[src/rtl/usb_pkg.sv]
// usb_pkg
//   Definitions shared by the USB transmit-path blocks.
//   - stuff_state_t : state encoding of the bit stuffer
//   - USB_STUFF_RUN : length of the run of 1s that forces a stuffed 0
package usb_pkg;

  typedef enum logic [1:0] {
    IDLE  = 2'd0,
    SHIFT = 2'd1,
    STUFF = 2'd2
  } stuff_state_t;

  localparam int USB_STUFF_RUN = 6;

endpackage

[src/rtl/usb_bit_stuffer.sv]
// usb_bit_stuffer
//   Serial bit stuffer between the CRC-16 generator and the NRZI encoder.
//   Bits pass through with one cycle of latency. After MAX_ONES consecutive
//   1s a 0 is inserted. During the insertion, halt_tx holds the upstream
//   stage for one cycle so that no upstream bit is lost.
//
//   state | meaning
//   ------+------------------------------------------
//   IDLE  | tx_en low, nothing in flight
//   SHIFT | passing upstream bits through
//   STUFF | emitting the inserted 0 (data_in ignored)
//
// Ports
//   clk_c     in   single rising-edge clock
//   reset     in   synchronous active-high reset
//   tx_en     in   packet active, data_in valid
//   data_in   in   serial bit from the CRC stage
//   data_out  out  stuffed serial bit to the NRZI encoder
//   out_valid out  data_out carries a packet bit
//   halt_tx   out  hold request to the CRC stage
//   stuff_cnt out  stuffed bits in the current or last packet, saturating
module usb_bit_stuffer
  import usb_pkg::*;
#(
  parameter int MAX_ONES = USB_STUFF_RUN,
  parameter int CNT_W    = 8
) (
  input  logic             clk_c,
  input  logic             reset,
  input  logic             tx_en,
  input  logic             data_in,
  output logic             data_out,
  output logic             out_valid,
  output logic             halt_tx,
  output logic [CNT_W-1:0] stuff_cnt
);

  localparam logic [2:0] MAX_RUN = 3'(MAX_ONES);

  stuff_state_t state;
  logic [2:0]   ones_run;
  logic [2:0]   run_next;

  // ones_run never exceeds MAX_ONES (it is cleared by the stuffed bit),
  // so the 3-bit increment cannot wrap.
  always_comb begin
    run_next = data_in ? (ones_run + 3'd1) : 3'd0;
  end

  always_ff @(posedge clk_c) begin
    if (reset) begin
      state     <= IDLE;
      ones_run  <= '0;
      data_out  <= 1'b0;
      out_valid <= 1'b0;
      halt_tx   <= 1'b0;
      stuff_cnt <= '0;
    end else begin
      unique case (state)
        IDLE: begin
          halt_tx <= 1'b0;
          if (tx_en) begin
            // First bit of a packet: the run restarts from this bit alone.
            state     <= SHIFT;
            data_out  <= data_in;
            out_valid <= 1'b1;
            ones_run  <= {2'b00, data_in};
            stuff_cnt <= '0;
          end else begin
            data_out  <= 1'b0;
            out_valid <= 1'b0;
            ones_run  <= '0;
          end
        end

        SHIFT: begin
          if (tx_en) begin
            data_out  <= data_in;
            out_valid <= 1'b1;
            ones_run  <= run_next;
            if (run_next == MAX_RUN) begin
              state   <= STUFF;
              halt_tx <= 1'b1;
            end else begin
              halt_tx <= 1'b0;
            end
          end else begin
            // stuff_cnt is left alone so it can be read after the packet.
            state     <= IDLE;
            data_out  <= 1'b0;
            out_valid <= 1'b0;
            halt_tx   <= 1'b0;
            ones_run  <= '0;
          end
        end

        STUFF: begin
          // Emitted even if tx_en has already fallen; the upstream bit
          // presented now is the held one and is sampled next edge.
          data_out  <= 1'b0;
          out_valid <= 1'b1;
          halt_tx   <= 1'b0;
          ones_run  <= '0;
          if (stuff_cnt != '1) begin
            stuff_cnt <= stuff_cnt + CNT_W'(1);
          end
          state <= tx_en ? SHIFT : IDLE;
        end

        default: begin
          state     <= IDLE;
          data_out  <= 1'b0;
          out_valid <= 1'b0;
          halt_tx   <= 1'b0;
          ones_run  <= '0;
        end
      endcase
    end
  end

endmodule

[config.mk]
export PLATFORM = sky130hd
export DESIGN_NAME = usb_bit_stuffer
export DESIGN_NICKNAME = d
export VERILOG_FILES = /design/src/rtl/usb_pkg.sv /design/src/rtl/usb_bit_stuffer.sv
export SDC_FILE = /design/constraint.sdc
export NUM_CORES = 1
export LEC_CHECK = 0
export BUFFER_PORTS_ARGS = -buffer_cell sky130_fd_sc_hd__buf_4
export CAP_MARGIN = 20
export CORE_AREA = 2 2 39 41
export DETAILED_ROUTE_END_ITERATION = 16
export DIE_AREA = 0 0 41 43
export GPL_TIMING_DRIVEN = 1
export PLACE_DENSITY = 0.85
export REMOVE_ABC_BUFFERS = 1
export SYNTH_ARGS = -nofsm -noshare
export SYNTH_HDL_FRONTEND = slang
export SYNTH_SLANG_ARGS = --single-unit
[constraint.sdc]
create_clock -name clk_c -period 2.3 [get_ports clk_c]
set_clock_uncertainty 0.05 [all_clocks]
set_input_delay 0.575 -clock clk_c [delete_from_list [all_inputs] [get_ports clk_c]]
set_output_delay 0.575 -clock clk_c [all_outputs]
set_load 0.01 [all_outputs]
Yosys cells after proc, flatten, opt, wreduce, memory -nomap -nowiden
Index checks and enable logic that the tools add are counted.

cells by class
  eq/ne operators = 7
  add/subtract/negate cells = 2
  reduce and logical (&&, ||, !) cells = 7
  muxes and demuxes = 15
  bitwise operators = 3

operator list
  cell                                                 count
  2-to-1 mux 8 bit                                     2
  case mux 8 bit (2 select lines)                      1
  adder 8 x 1 -> 8 bit, second input constant          1
  inequality test 8 bit, second input constant         1
  2-to-1 mux 2 bit                                     3
  2-to-1 mux 3 bit                                     2
  case mux 2 bit (3 select lines)                      1
  case mux 3 bit (2 select lines)                      1
  OR reduction 3 bit                                   2
  2-to-1 mux 1 bit                                     4
  inequality test 2 bit, second input constant         2
  adder 3 x 1 -> 3 bit, second input constant          1
  equality test 3 bit, second input constant           1
  inequality test 3 bit, second input constant         1
  NOT 1 bit                                            3
  AND reduction 3 bit                                  1
  equality test 2 x 1 -> 1 bit, second input constant  1
  equality test 2 bit, second input constant           1
  zero test 2 bit                                      1
  case mux 1 bit (2 select lines)                      1
  AND reduction 2 bit                                  1
  nonzero test 2 bit                                   1
  OR reduction 2 bit                                   1

word-level totals
  word-level logic and storage cells = 40
  output and inout port bits = 11
  flip-flop bits (word level) = 16
  input port bits = 4

Depth between registers and ports, before layout
  depth after elaboration = 6
  gate-level depth with buffers = 5
  depth with buffers taken out = 5

Worst setup path before layout
Ideal clock, no wire load.

  path type = flip-flop to flip-flop
  start = register stuff_cnt[0]
  end = register stuff_cnt[3]
  setup time = 0.091 ns
  cell stages (with the launch flop) = 6
  required time = 2.159 ns
  slack = 0.755 ns
  clock period less this slack = 1.545 ns
  data arrival time = 1.404 ns
  path buffers = 0
  cells stage by stage = dfxtp_1 -> ha_1 -> and4_4 -> a41oi_2 -> a41oi_1 -> a311oi_1

between the ends
  cells in the longest elaborated chain, start to end = 3
  elaborated cells between the ends (all ways) = 6
  those cells by class = add/sub (1); eq/ne (2); mux (2); reduce/logical (1)

RTL lines
  element                                                                        line                                            source
  from (decl)                                                                    usb_bit_stuffer.sv:35                           output logic [CNT_W-1:0] stuff_cnt
  from (signal assigned)                                                         usb_bit_stuffer.sv:105                          stuff_cnt <= stuff_cnt + CNT_W'(1);
  adder 8 x 1 -> 8 bit / inequality test 8 bit (equally long branches)           usb_bit_stuffer.sv:105, usb_bit_stuffer.sv:104
  2-to-1 mux 8 bit / inequality test 2 bit (equally long branches)               n/a
  case mux 8 bit (2 select lines) / AND reduction 3 bit (equally long branches)  n/a

Several ways; a longest one is shown, not always the timed one. The select of a mux whose other input is x is not followed.
A chain may end at the register's enable or synchronous reset.

Final worst setup path
Ends and elaborated chain as after synthesis.

==> impl_metrics.json <==
{
  "insertedDiodeCount": 0,
  "die_h_microns": 43,
  "path_clk_slew_ns": 0.09,
  "synthAdderAreaFrac_pct": 3.591,
  "synthXorXnorAreaFrac_pct": 1.257,
  "grt_first_pass_wirelength_mm": 2.152,
  "slew_headroom_pct": 80.96,
  "place_hpwl_mm": 1.018,
  "period_share_pct": 71.74,
  "synth-seq-cells": 16,
  "viasPerCell": 5.804,
  "h-tree-depth": 1,
  "grt_usage_pct": 18.05,
  "first_iter_violations": 18,
  "cts_sinks": 16,
  "overflow": 0,
  "setup_viol": 0,
  "syn_area_per_cell_sq_um": 9.418,
  "fin_util_pct": 61.75,
  "final.setup.tns_ns": 0,
  "finish.instance_area_sq_um": 854.6,
  "fp.dieW_microns": 41,
  "clkLatencyLatePin_ns": 0.29,
  "rsz0062_at_grt": "no",
  "regArea_sq_um": 320.3,
  "yosysUniqueCellTypes": 29,
  "maxCapViolations": 0,
  "multiInputGateArea_sq_um": 372.9,
  "initial_core_util_pct": 50.36,
  "yosysMostFrequentCell": "dfxtp_1",
  "yosys.area_share.simple_pct": 26.75,
  "synth_area_sq_um": 696.9,
  "nFillCells": 127,
  "antenna_found_initial": 0,
  "synth_top_family_by_area": "simple AND/OR/NAND/NOR gates",
  "worst_slew_pin_slew_ns": 0.2837,
  "design.core.area_sq_mm": 0.001384,
  "cts_max_path_buffers": 2,
  "detail-route-antenna-nets": 0,
  "yosys-top-cells-count": "dfxtp_1, nor2_1",
  "ios": 15,
  "dpl_cell_area_sq_um": 818.3,
  "crit_required_ns": 2.46,
  "hold_violations": 0,
  "crit_path_start_kind": "register",
  "stdcell_count": 107,
  "ctsHoldBuffers": 0,
  "p_per_area_mw_per_mm2": 579.9,
  "cts.repair.resized": 0,
  "drive_gt1_share_pct": 24.18,
  "critPathCaptureType": "register",
  "cts_root_buf": "clkbuf_4",
  "synth-seq-area-share_pct": 45.96,
  "postSynth.asyncResetShare_pct": 0,
  "synthFlopType": "dfxtp_1",
  "critical_path_arrival_ns": 1.81,
  "grt_max_degree": 12,
  "grt_pass1_vias": 514,
  "status": "complete, no violations",
  "drc_errors": 0,
  "slowest_stage": "dfxtp_1",
  "placed_cells": 103,
  "worstPathMaxFanout": 5,
  "leakagePower_nw": 0.3276,
  "synth_top_area_share_pct": 45.96,
  "yosys_warnings": 0,
  "vias": 621,
  "fmax_mhz": 606.0,
  "synth_edf_count": 0,
  "muxShareOfSynthArea_pct": 1.436,
  "cpPeakStageDelay_ns": 0.37,
  "post_drt_wl_per_cell_microns": 13.06,
  "drv_slew": 0,
  "num_rows": 14,
  "hold-worst-slack_ns": 0.4357,
  "period_needed_ns": 1.650,
  "port_buffers": 14,
  "ys_top_cells_by_area": "dfxtp_1, a311oi_1, nor2_1",
  "synth_compound_area_share_pct": 20.47,
  "place_congestion": 0.8661,
  "nNetsFinal": 98,
  "yosys.area.top_type": "dfxtp_1",
  "worstSetupPathType": "register to register",
  "synthCells": 74,
  "area_growth_pct": 22.62,
  "hp-class": "register to register",
  "wl_mm": 1.397,
  "crit_path_cell_trace": "ha_1, and4_4, a41oi_2, a41oi_1, a311oi_1",
  "die_area_sq_mm": 0.001763,
  "cts_tree": "done",
  "dr.pass1.iters": 4,
  "cts_setup_buffers": 0,
  "cts-buffers-inserted": 3,
  "irDropWorstVdd_mv": 0.3873
}
==> final cells by class <==
class	count	area share (%)
multi-input combinational	57	43.63
sequential	16	37.48
timing repair buffer	14	12.30
clock buffer	4	4.246
tap	16	2.343
==> where the power goes <==
group / internal (mW) / switching, mW / total (mW) / leakage (nW)
Combinational: 0.0112 / 0.0106 / 0.0219 / 0.177
Sequential: 0.280 / 0.00270 / 0.283 / 0.130
Clock: 0.0966 / 0.0942 / 0.191 / 0.0210
==> critical path: cells and delay by family (launching register included) <==
kind	cells	cell delay [ns]
fa+ha+maj	1	0.26
compound gates	3	0.66
simple gates	1	0.22
flops	1	0.37
==> path summary, 6_finish.rpt <==
| check | startpoint | end | slack [ns] | cells past startpoint |
|---|---|---|---|---|
| setup reg to reg | stuff_cnt[0] | stuff_cnt[3] | 0.65 | 5 |
| hold / removal | ones_run[0] | ones_run[0] | 0.44 | 1 |
| setup / recovery | stuff_cnt[0] | stuff_cnt[3] | 0.65 | 5 |
| hold reg to reg | ones_run[0] | ones_run[0] | 0.44 | 1 |
==> sequential cells by signal, indices dropped and copies added, names as in the netlist <==
name       cells
data_out       1
out_valid      1
halt_tx        1
ones_run       3
state          2
stuff_cnt      8
==> layout by cell type (no fill, tap or decap), types with 2 or more instances in the layout <==
cell type / n
ha_1: 2
dfxtp_1: 16
o21ai_0: 4
clkbuf_4: 3
nor3_1: 3
o21ai_1: 2
a21oi_1: 4
nor2_1: 9
a311oi_1: 4
and3_1: 3
nand4_1: 3
nand3_1: 3
buf_4: 14
nand2_1: 4
==> per-layer routing <==
layer | up-vias | track usage [%] | wire length [microns]
li1 | 315 | - | -
met4 | 0 | 12.00 | 40
met1 | 288 | 25.91 | 676
met3 | 5 | 3.141 | 38
met2 | 13 | 23.75 | 640
met5 | - | 0 | 0
==> metrics by stage <==
| stage | setup slack, ns | total power, mW |
|---|---|---|
| finish | 0.6499 | 0.4955 |
| global route | 0.5566 | 0.5056 |
| CTS | 0.6281 | 0.4942 |
| detailed placement | 0.6558 | 0.3111 |
| global placement | 0.7422 | 0.3108 |
| floorplan | 0.7554 | 0.2992 |
==> kinds of logic (layout without fill, tap and decap cells) <==
logic type | Yosys count | in the layout
simple gates | 33 | 33
compound gates | 20 | 20
flops | 16 | 16
fa+ha+maj | 2 | 2
xor+xnor | 1 | 1
mux | 1 | 1
buf+inv | 1 | 18
(Power assumes the default switching activity.)
